### config.mk
export PLATFORM = sky130hd
export DESIGN_NAME = gamepad_io
export DESIGN_NICKNAME = d
export VERILOG_FILES = /design/src/rtl/gamepad_io.sv
export SDC_FILE = /design/constraint.sdc
export NUM_CORES = 1
export LEC_CHECK = 0
export CORE_MARGIN = 4
export CORE_UTILIZATION = 51
export DETAILED_ROUTE_END_ITERATION = 16
export MAX_ROUTING_LAYER = met4
export PLACE_DENSITY = 0.77
export SETUP_SLACK_MARGIN = 0.4
export SLEW_MARGIN = 25
export SYNTH_ARGS = -nofsm -noshare
export SYNTH_HDL_FRONTEND = slang
export SYNTH_SLANG_ARGS = --single-unit
### constraint.sdc
create_clock -name CLK -period 4.21 [get_ports CLK]
set_clock_uncertainty 0.15 [all_clocks]
set_input_delay 0.842 -clock CLK [delete_from_list [all_inputs] [get_ports CLK]]
set_output_delay 0.842 -clock CLK [all_outputs]
set_load 0.005 [all_outputs]
### src/rtl/gamepad_io.sv
`default_nettype none
// ============================================================================
//  Module   : gamepad_io
//  Purpose  : NES-style controller interface. A free-running scanner clocks
//             two physical pads (shared latch/clock, active-low serial data)
//             into button registers. A CPU-side $4016/$4017 port set latches
//             those buttons into shift registers and returns one bit per read.
//  Ports    : CLK, RESET        - clock, synchronous active-high reset
//             port_sel          - CPU addr[0] (0: $4016, 1: $4017)
//             gamepad_w/_r      - CPU write / read strobes
//             wdata             - CPU write data (bit0 = strobe)
//             gamepad_data      - CPU read data (combinational)
//             pad1/pad2_data    - serial button data from pads, active-low
//             pad_latch/pad_clk - registered latch and clock to both pads
//             scan_done         - one-cycle pulse when new buttons commit
//  Revision : 1.0 - initial release
// ============================================================================
module gamepad_io #(
  parameter int SCAN_PERIOD  = 833333,
  parameter int PULSE_CYCLES = 300
) (
  input  logic       CLK,
  input  logic       RESET,
  input  logic       port_sel,
  input  logic       gamepad_w,
  input  logic       gamepad_r,
  input  logic [7:0] wdata,
  output logic [7:0] gamepad_data,
  input  logic       pad1_data,
  input  logic       pad2_data,
  output logic       pad_latch,
  output logic       pad_clk,
  output logic       scan_done
);

  localparam int CNT_MAX = (SCAN_PERIOD > PULSE_CYCLES) ? SCAN_PERIOD : PULSE_CYCLES;
  localparam int CW      = $clog2(CNT_MAX + 1);

  localparam logic [CW-1:0] SCAN_LAST  = CW'(SCAN_PERIOD - 1);
  localparam logic [CW-1:0] PULSE_LAST = CW'(PULSE_CYCLES - 1);

  localparam logic [1:0] S_IDLE   = 2'd0;
  localparam logic [1:0] S_LATCH  = 2'd1;
  localparam logic [1:0] S_CLK_LO = 2'd2;
  localparam logic [1:0] S_CLK_HI = 2'd3;

  // --------------------------------------------------------------------------
  // Scanner
  // --------------------------------------------------------------------------
  logic [1:0]    r_state, w_state_nxt;
  logic [CW-1:0] r_cnt,   w_cnt_nxt;
  logic [2:0]    r_idx,   w_idx_nxt;
  logic          w_sample;
  logic          w_commit;
  logic          w_latch_nxt, w_clk_nxt, w_done_nxt;

  logic [7:0]    r_shadow1, r_shadow2;
  logic [7:0]    w_shadow1_nxt, w_shadow2_nxt;
  logic [7:0]    r_btn1, r_btn2;

  // State register; pad outputs are registered from the next state so they
  // change only on clock edges and never glitch.
  always_ff @(posedge CLK) begin
    if (RESET) begin
      r_state   <= S_IDLE;
      r_cnt     <= '0;
      r_idx     <= 3'd0;
      pad_latch <= 1'b0;
      pad_clk   <= 1'b0;
      scan_done <= 1'b0;
    end else begin
      r_state   <= w_state_nxt;
      r_cnt     <= w_cnt_nxt;
      r_idx     <= w_idx_nxt;
      pad_latch <= w_latch_nxt;
      pad_clk   <= w_clk_nxt;
      scan_done <= w_done_nxt;
    end
  end

  // Next-state logic
  always_comb begin
    w_state_nxt = r_state;
    w_cnt_nxt   = r_cnt + CW'(1);
    w_idx_nxt   = r_idx;
    w_sample    = 1'b0;
    w_commit    = 1'b0;
    case (r_state)
      S_IDLE: begin
        if (r_cnt == SCAN_LAST) begin
          w_state_nxt = S_LATCH;
          w_cnt_nxt   = '0;
          w_idx_nxt   = 3'd0;
        end
      end
      S_LATCH: begin
        if (r_cnt == PULSE_LAST) begin
          w_state_nxt = S_CLK_LO;
          w_cnt_nxt   = '0;
        end
      end
      S_CLK_LO: begin
        if (r_cnt == PULSE_LAST) begin
          // Sample at the end of the low phase: data has had a full
          // half-period to settle since the previous rising pad_clk.
          w_sample  = 1'b1;
          w_cnt_nxt = '0;
          if (r_idx == 3'd7) begin
            w_state_nxt = S_IDLE;
            w_commit    = 1'b1;
          end else begin
            w_state_nxt = S_CLK_HI;
          end
        end
      end
      S_CLK_HI: begin
        if (r_cnt == PULSE_LAST) begin
          w_state_nxt = S_CLK_LO;
          w_cnt_nxt   = '0;
          w_idx_nxt   = r_idx + 3'd1;
        end
      end
      default: begin
        w_state_nxt = S_IDLE;
        w_cnt_nxt   = '0;
        w_idx_nxt   = 3'd0;
      end
    endcase
  end

  // Output logic (next-cycle values of the registered outputs)
  always_comb begin
    w_latch_nxt = (w_state_nxt == S_LATCH);
    w_clk_nxt   = (w_state_nxt == S_CLK_HI);
    w_done_nxt  = w_commit;
  end

  // Shadow with the bit currently being sampled merged in, so the commit
  // picks up bit 7 in the same cycle it is sampled.
  always_comb begin
    w_shadow1_nxt        = r_shadow1;
    w_shadow2_nxt        = r_shadow2;
    w_shadow1_nxt[r_idx] = ~pad1_data;
    w_shadow2_nxt[r_idx] = ~pad2_data;
  end

  always_ff @(posedge CLK) begin
    if (RESET) begin
      r_shadow1 <= 8'h00;
      r_shadow2 <= 8'h00;
      r_btn1    <= 8'h00;
      r_btn2    <= 8'h00;
    end else begin
      if (w_sample) begin
        r_shadow1 <= w_shadow1_nxt;
        r_shadow2 <= w_shadow2_nxt;
      end
      if (w_commit) begin
        r_btn1 <= w_shadow1_nxt;
        r_btn2 <= w_shadow2_nxt;
      end
    end
  end

  // --------------------------------------------------------------------------
  // CPU port
  // --------------------------------------------------------------------------
  logic       r_strobe;
  logic       r_prev;
  logic [7:0] r_sr1, r_sr2;
  logic       w_read_acc;
  logic       w_unused;

  // A held read strobe counts as a single access.
  assign w_read_acc = gamepad_r & ~r_prev;
  assign w_unused   = ^wdata[7:1];

  always_ff @(posedge CLK) begin
    if (RESET) begin
      r_strobe <= 1'b0;
      r_prev   <= 1'b0;
      r_sr1    <= 8'h00;
      r_sr2    <= 8'h00;
    end else begin
      r_prev <= gamepad_r;
      if (gamepad_w && !port_sel) begin
        r_strobe <= wdata[0];
      end
      // Reload uses the current strobe value, so the clearing write still
      // captures the latest buttons.
      if (r_strobe) begin
        r_sr1 <= r_btn1;
        r_sr2 <= r_btn2;
      end else if (w_read_acc) begin
        if (!port_sel) begin
          r_sr1 <= {1'b1, r_sr1[7:1]};
        end else begin
          r_sr2 <= {1'b1, r_sr2[7:1]};
        end
      end
    end
  end

  // Bit 6 mimics open-bus behaviour of the original console.
  assign gamepad_data = 8'h40 | {7'b0, (port_sel ? r_sr2[0] : r_sr1[0])};

endmodule
`default_nettype wire

==> metrics.log <==
INFO  metric cts_inserted_buffers = 9
INFO  metric met3_length = 324 µm
INFO  metric fp-row-count = 31
INFO  metric antenna_violations_before_repair = 0
INFO  metric yosys_register_bits = 78
INFO  metric synth_edf_count = 0
INFO  metric drive_above_1_share = 13.9%
INFO  metric grt_pass1_vias = 3,033
INFO  metric maxUsedRoutingLayer = met4
INFO  metric ir_drop = 0.000193 V
INFO  metric synth_warnings = 0
INFO  metric h-tree-depth = 3
INFO  metric io_pins = 26
INFO  metric post-route-drc-count = 0
INFO  metric tritoncts = done
INFO  metric final.setup.tns = 0 ns
INFO  metric vias_per_cell = a little under 6
INFO  metric worstReg2RegEnd = r_btn2[2]
INFO  metric via_count = 3,175
INFO  metric worstPathArrival = 2.17 ns
INFO  metric chipHeight = 96.3 µm
INFO  metric maximum_clock_path_buffer_count = 2
INFO  metric post_synth_inst_count = 442
INFO  metric hold_start = r_btn2[7]
INFO  metric layout_commonest_cell = dfxtp_1
INFO  metric clk-insertion-delay-late = 0.36 ns
INFO  metric worst_hold_path.endpoint = r_btn2[7]
INFO  metric core-area = 7410 µm²
INFO  metric critPathCaptureType = output port
INFO  metric finish.cell_count_without_fillers = 538
INFO  metric post_synth_instance_area = 3980 µm²
INFO  metric synth_sequential_area_ratio = between 30% and 40%
INFO  metric place.port_buffers = 11
INFO  metric crit_path_max_fanout = 4
INFO  metric r2r_slack = 1.50 ns
INFO  metric cp-start-kind = input pin
INFO  metric fin_nets = between 400 and 500
INFO  metric groute.usage.overall = 19.7%
INFO  metric leakage_power_of_the_design = 0.00148 µW
INFO  metric initial_utilization = 53.7%
INFO  metric synth_top_area_share = 39.2%
INFO  metric r2r_start = r_cnt[0]
INFO  metric drt-pass1-iter-count = 4
INFO  metric critPathRequiredTime = between 3 and 4 ns
INFO  metric antenna-diode-count = 0
INFO  metric fin_crit_sh = between 70% and 80%
INFO  metric post-cts-setup-buffers = 0
INFO  metric grt_start_max_net_pins = 64
INFO  metric finalHoldViolations = 0
INFO  metric post_synth_num_cell_types = 53
INFO  metric ant_nets = 0
INFO  metric fill_cells = around 660
INFO  metric number_of_buffers_inserted_by_hold_repair_at_cts = 0
INFO  metric grt_setup_unrepaired = no
INFO  metric m1WireLength = around 3700 µm
INFO  metric fraction_of_registers_with_async_set_or_reset_after_synthesis = 0%
INFO  metric run_status = completed
INFO  metric final_period_minus_worst_setup_slack = 3.16 ns
INFO  metric initialDrtViolationCount = around 250
INFO  metric dr_wl_met2 = 4200 µm
INFO  metric finalWirelength = 8270 µm
INFO  metric clk_root_buffer_cell = clkbuf_8
INFO  metric synth_largest_area_cell = dfxtp_1
INFO  metric tritoncts_num_sinks = 78
INFO  metric drv_slew = 0
INFO  metric setup_viol = 0
INFO  metric placer_congestion = 0.861
INFO  metric reg2reg_depth = 5
INFO  metric worst_hold_path_type = flip-flop to flip-flop
INFO  metric layout_common_cells = dfxtp_1, nor2_1, mux2_2
INFO  metric place.detailed.instances = between 500 and 600
INFO  metric worst_pin_slew = 0.922 ns
INFO  metric slew_headroom = 38.4%
INFO  metric gr-total-overflow = 0
INFO  metric synth.top_cells.by_area = dfxtp_1, mux2_2, nor2_1
INFO  metric maxCapViolations = 0
INFO  metric area_delta_synth_final = 7.20%
INFO  metric route.detailed.wl_per_inst = between 15 and 20 µm
INFO  metric setup_crit_path_kind = input pin to output port
INFO  metric global_route_wire_length_before_repair = 14,000 µm
INFO  metric die_width = between 90 and 100 µm
INFO  metric synth_area_per_cell = 9.00 µm²
INFO  metric floorplan.die_area = 9280 µm²
INFO  metric cts-resized-gates = 0
INFO  metric min_delay_path_depth = 2
INFO  metric power_per_cell_area = 322 nW/µm²
INFO  metric cts.clk_slew.worst_paths = roughly 0.080 ns
INFO  metric synthFlopType = dfxtp_1
INFO  metric dp_hpwl = roughly 5500 µm
INFO  metric clock.fmax = 316 MHz
## power by group
part | switching [µW] | total (µW) | leakage, µW | internal (µW)
clock network | 289 | 567 | 0.0000895 | 278
logic | 34.3 | 56.5 | 0.000763 | 22.2
registers | 8.08 | 751 | 0.000629 | 743
## critical path: stages
cell and delay, ns:
clkdlybuf4s50_1 0.54, mux2_2 0.35, clkdlybuf4s50_1 0.44
## worst max path at each step
stage                         from         endpoint  depth (start not counted)
final                     port_sel  gamepad_data[0]                          3
after global placement    port_sel  gamepad_data[0]                          3
after CTS                 port_sel  gamepad_data[0]                          3
after global routing      port_sel  gamepad_data[0]                          3
after detailed placement  port_sel  gamepad_data[0]                          3
after floorplan           port_sel  gamepad_data[0]                          1
## final cells by class
cell class	count	area, µm²	share of cell area, %
clock buffers	10	128	2.99
clock inverters	6	70.1	1.64
inverters	17	63.8	1.50
multi-input cells	312	2180	51.0
flip-flops and latches	78	1560	36.6
well taps	99	124	2.90
repair buffers	16	143	3.34
## through the flow
stage	util, %	setup WS [ns]	area (µm²)	hold slack, ns	total power (µW)
final	57.6	1.05	4270	0.331	1370
after floorplan	-	2.06	4000	0.296	811
after detailed placement	54.9	1.05	4070	0.315	825
after CTS	57.6	1.04	4270	0.327	1390
after global placement	54.9	1.05	4070	0.304	823
after global routing	57.6	0.994	4270	0.343	1420
## synth_stat cells, types with 2 or more instances
cell type	number
a21oi_1	20
conb_1	2
mux2_2	25
or4_1	9
nor4_1	3
clkbuf_1	20
and4_1	3
a211oi_1	12
o31ai_1	6
buf_1	4
nor2b_1	5
nand3_1	9
nand2b_1	2
mux2i_1	15
nand4_1	17
dfxtp_1	78
nor3_1	22
nor4_2	2
a31o_2	3
or3_1	5
nor3b_1	5
nor2_1	44
o21ai_0	19
buf_6	3
o311ai_0	6
buf_2	6
xnor2_1	6
xor2_1	6
ha_1	4
and3_1	6
buf_4	7
and2_1	6
nand2_1	10
a2111o_1	6
inv_1	17
o41ai_1	8
a211o_1	2
nand3b_1	4
## cell families after synthesis
group                      after synthesis  share of synthesized area [%]
other                                    2                          0.189
xor gates and xnor gates                12                           2.64
DFF                                     78                           39.2
AOI/OAI and AO/OA                       89                           15.7
muxes                                   40                           10.8
buffers and inverters                   57                           6.79
adders and majority gates                4                           1.26
and+or+nand+nor                        160                           23.4
## registers in the layout, indices dropped and copies added (netlist names)
signal,count
r_btn2,8
r_prev,1
r_idx,3
r_state,2
r_cnt,20
r_shadow2,8
r_sr1,8
r_btn1,8
scan_done,1
pad_latch,1
r_sr2,8
r_strobe,1
r_shadow1,8
pad_clk,1
## routing by layer
layer | vias up | global-route usage, %
met1 | 1513 | 23.1
met3 | 9 | 5.24
met2 | 53 | 33.5
li1 | 1600 | -
met4 | 0 | 5.26
met5 | - | -
No activity file was read; power rests on OpenSTA's default activity.
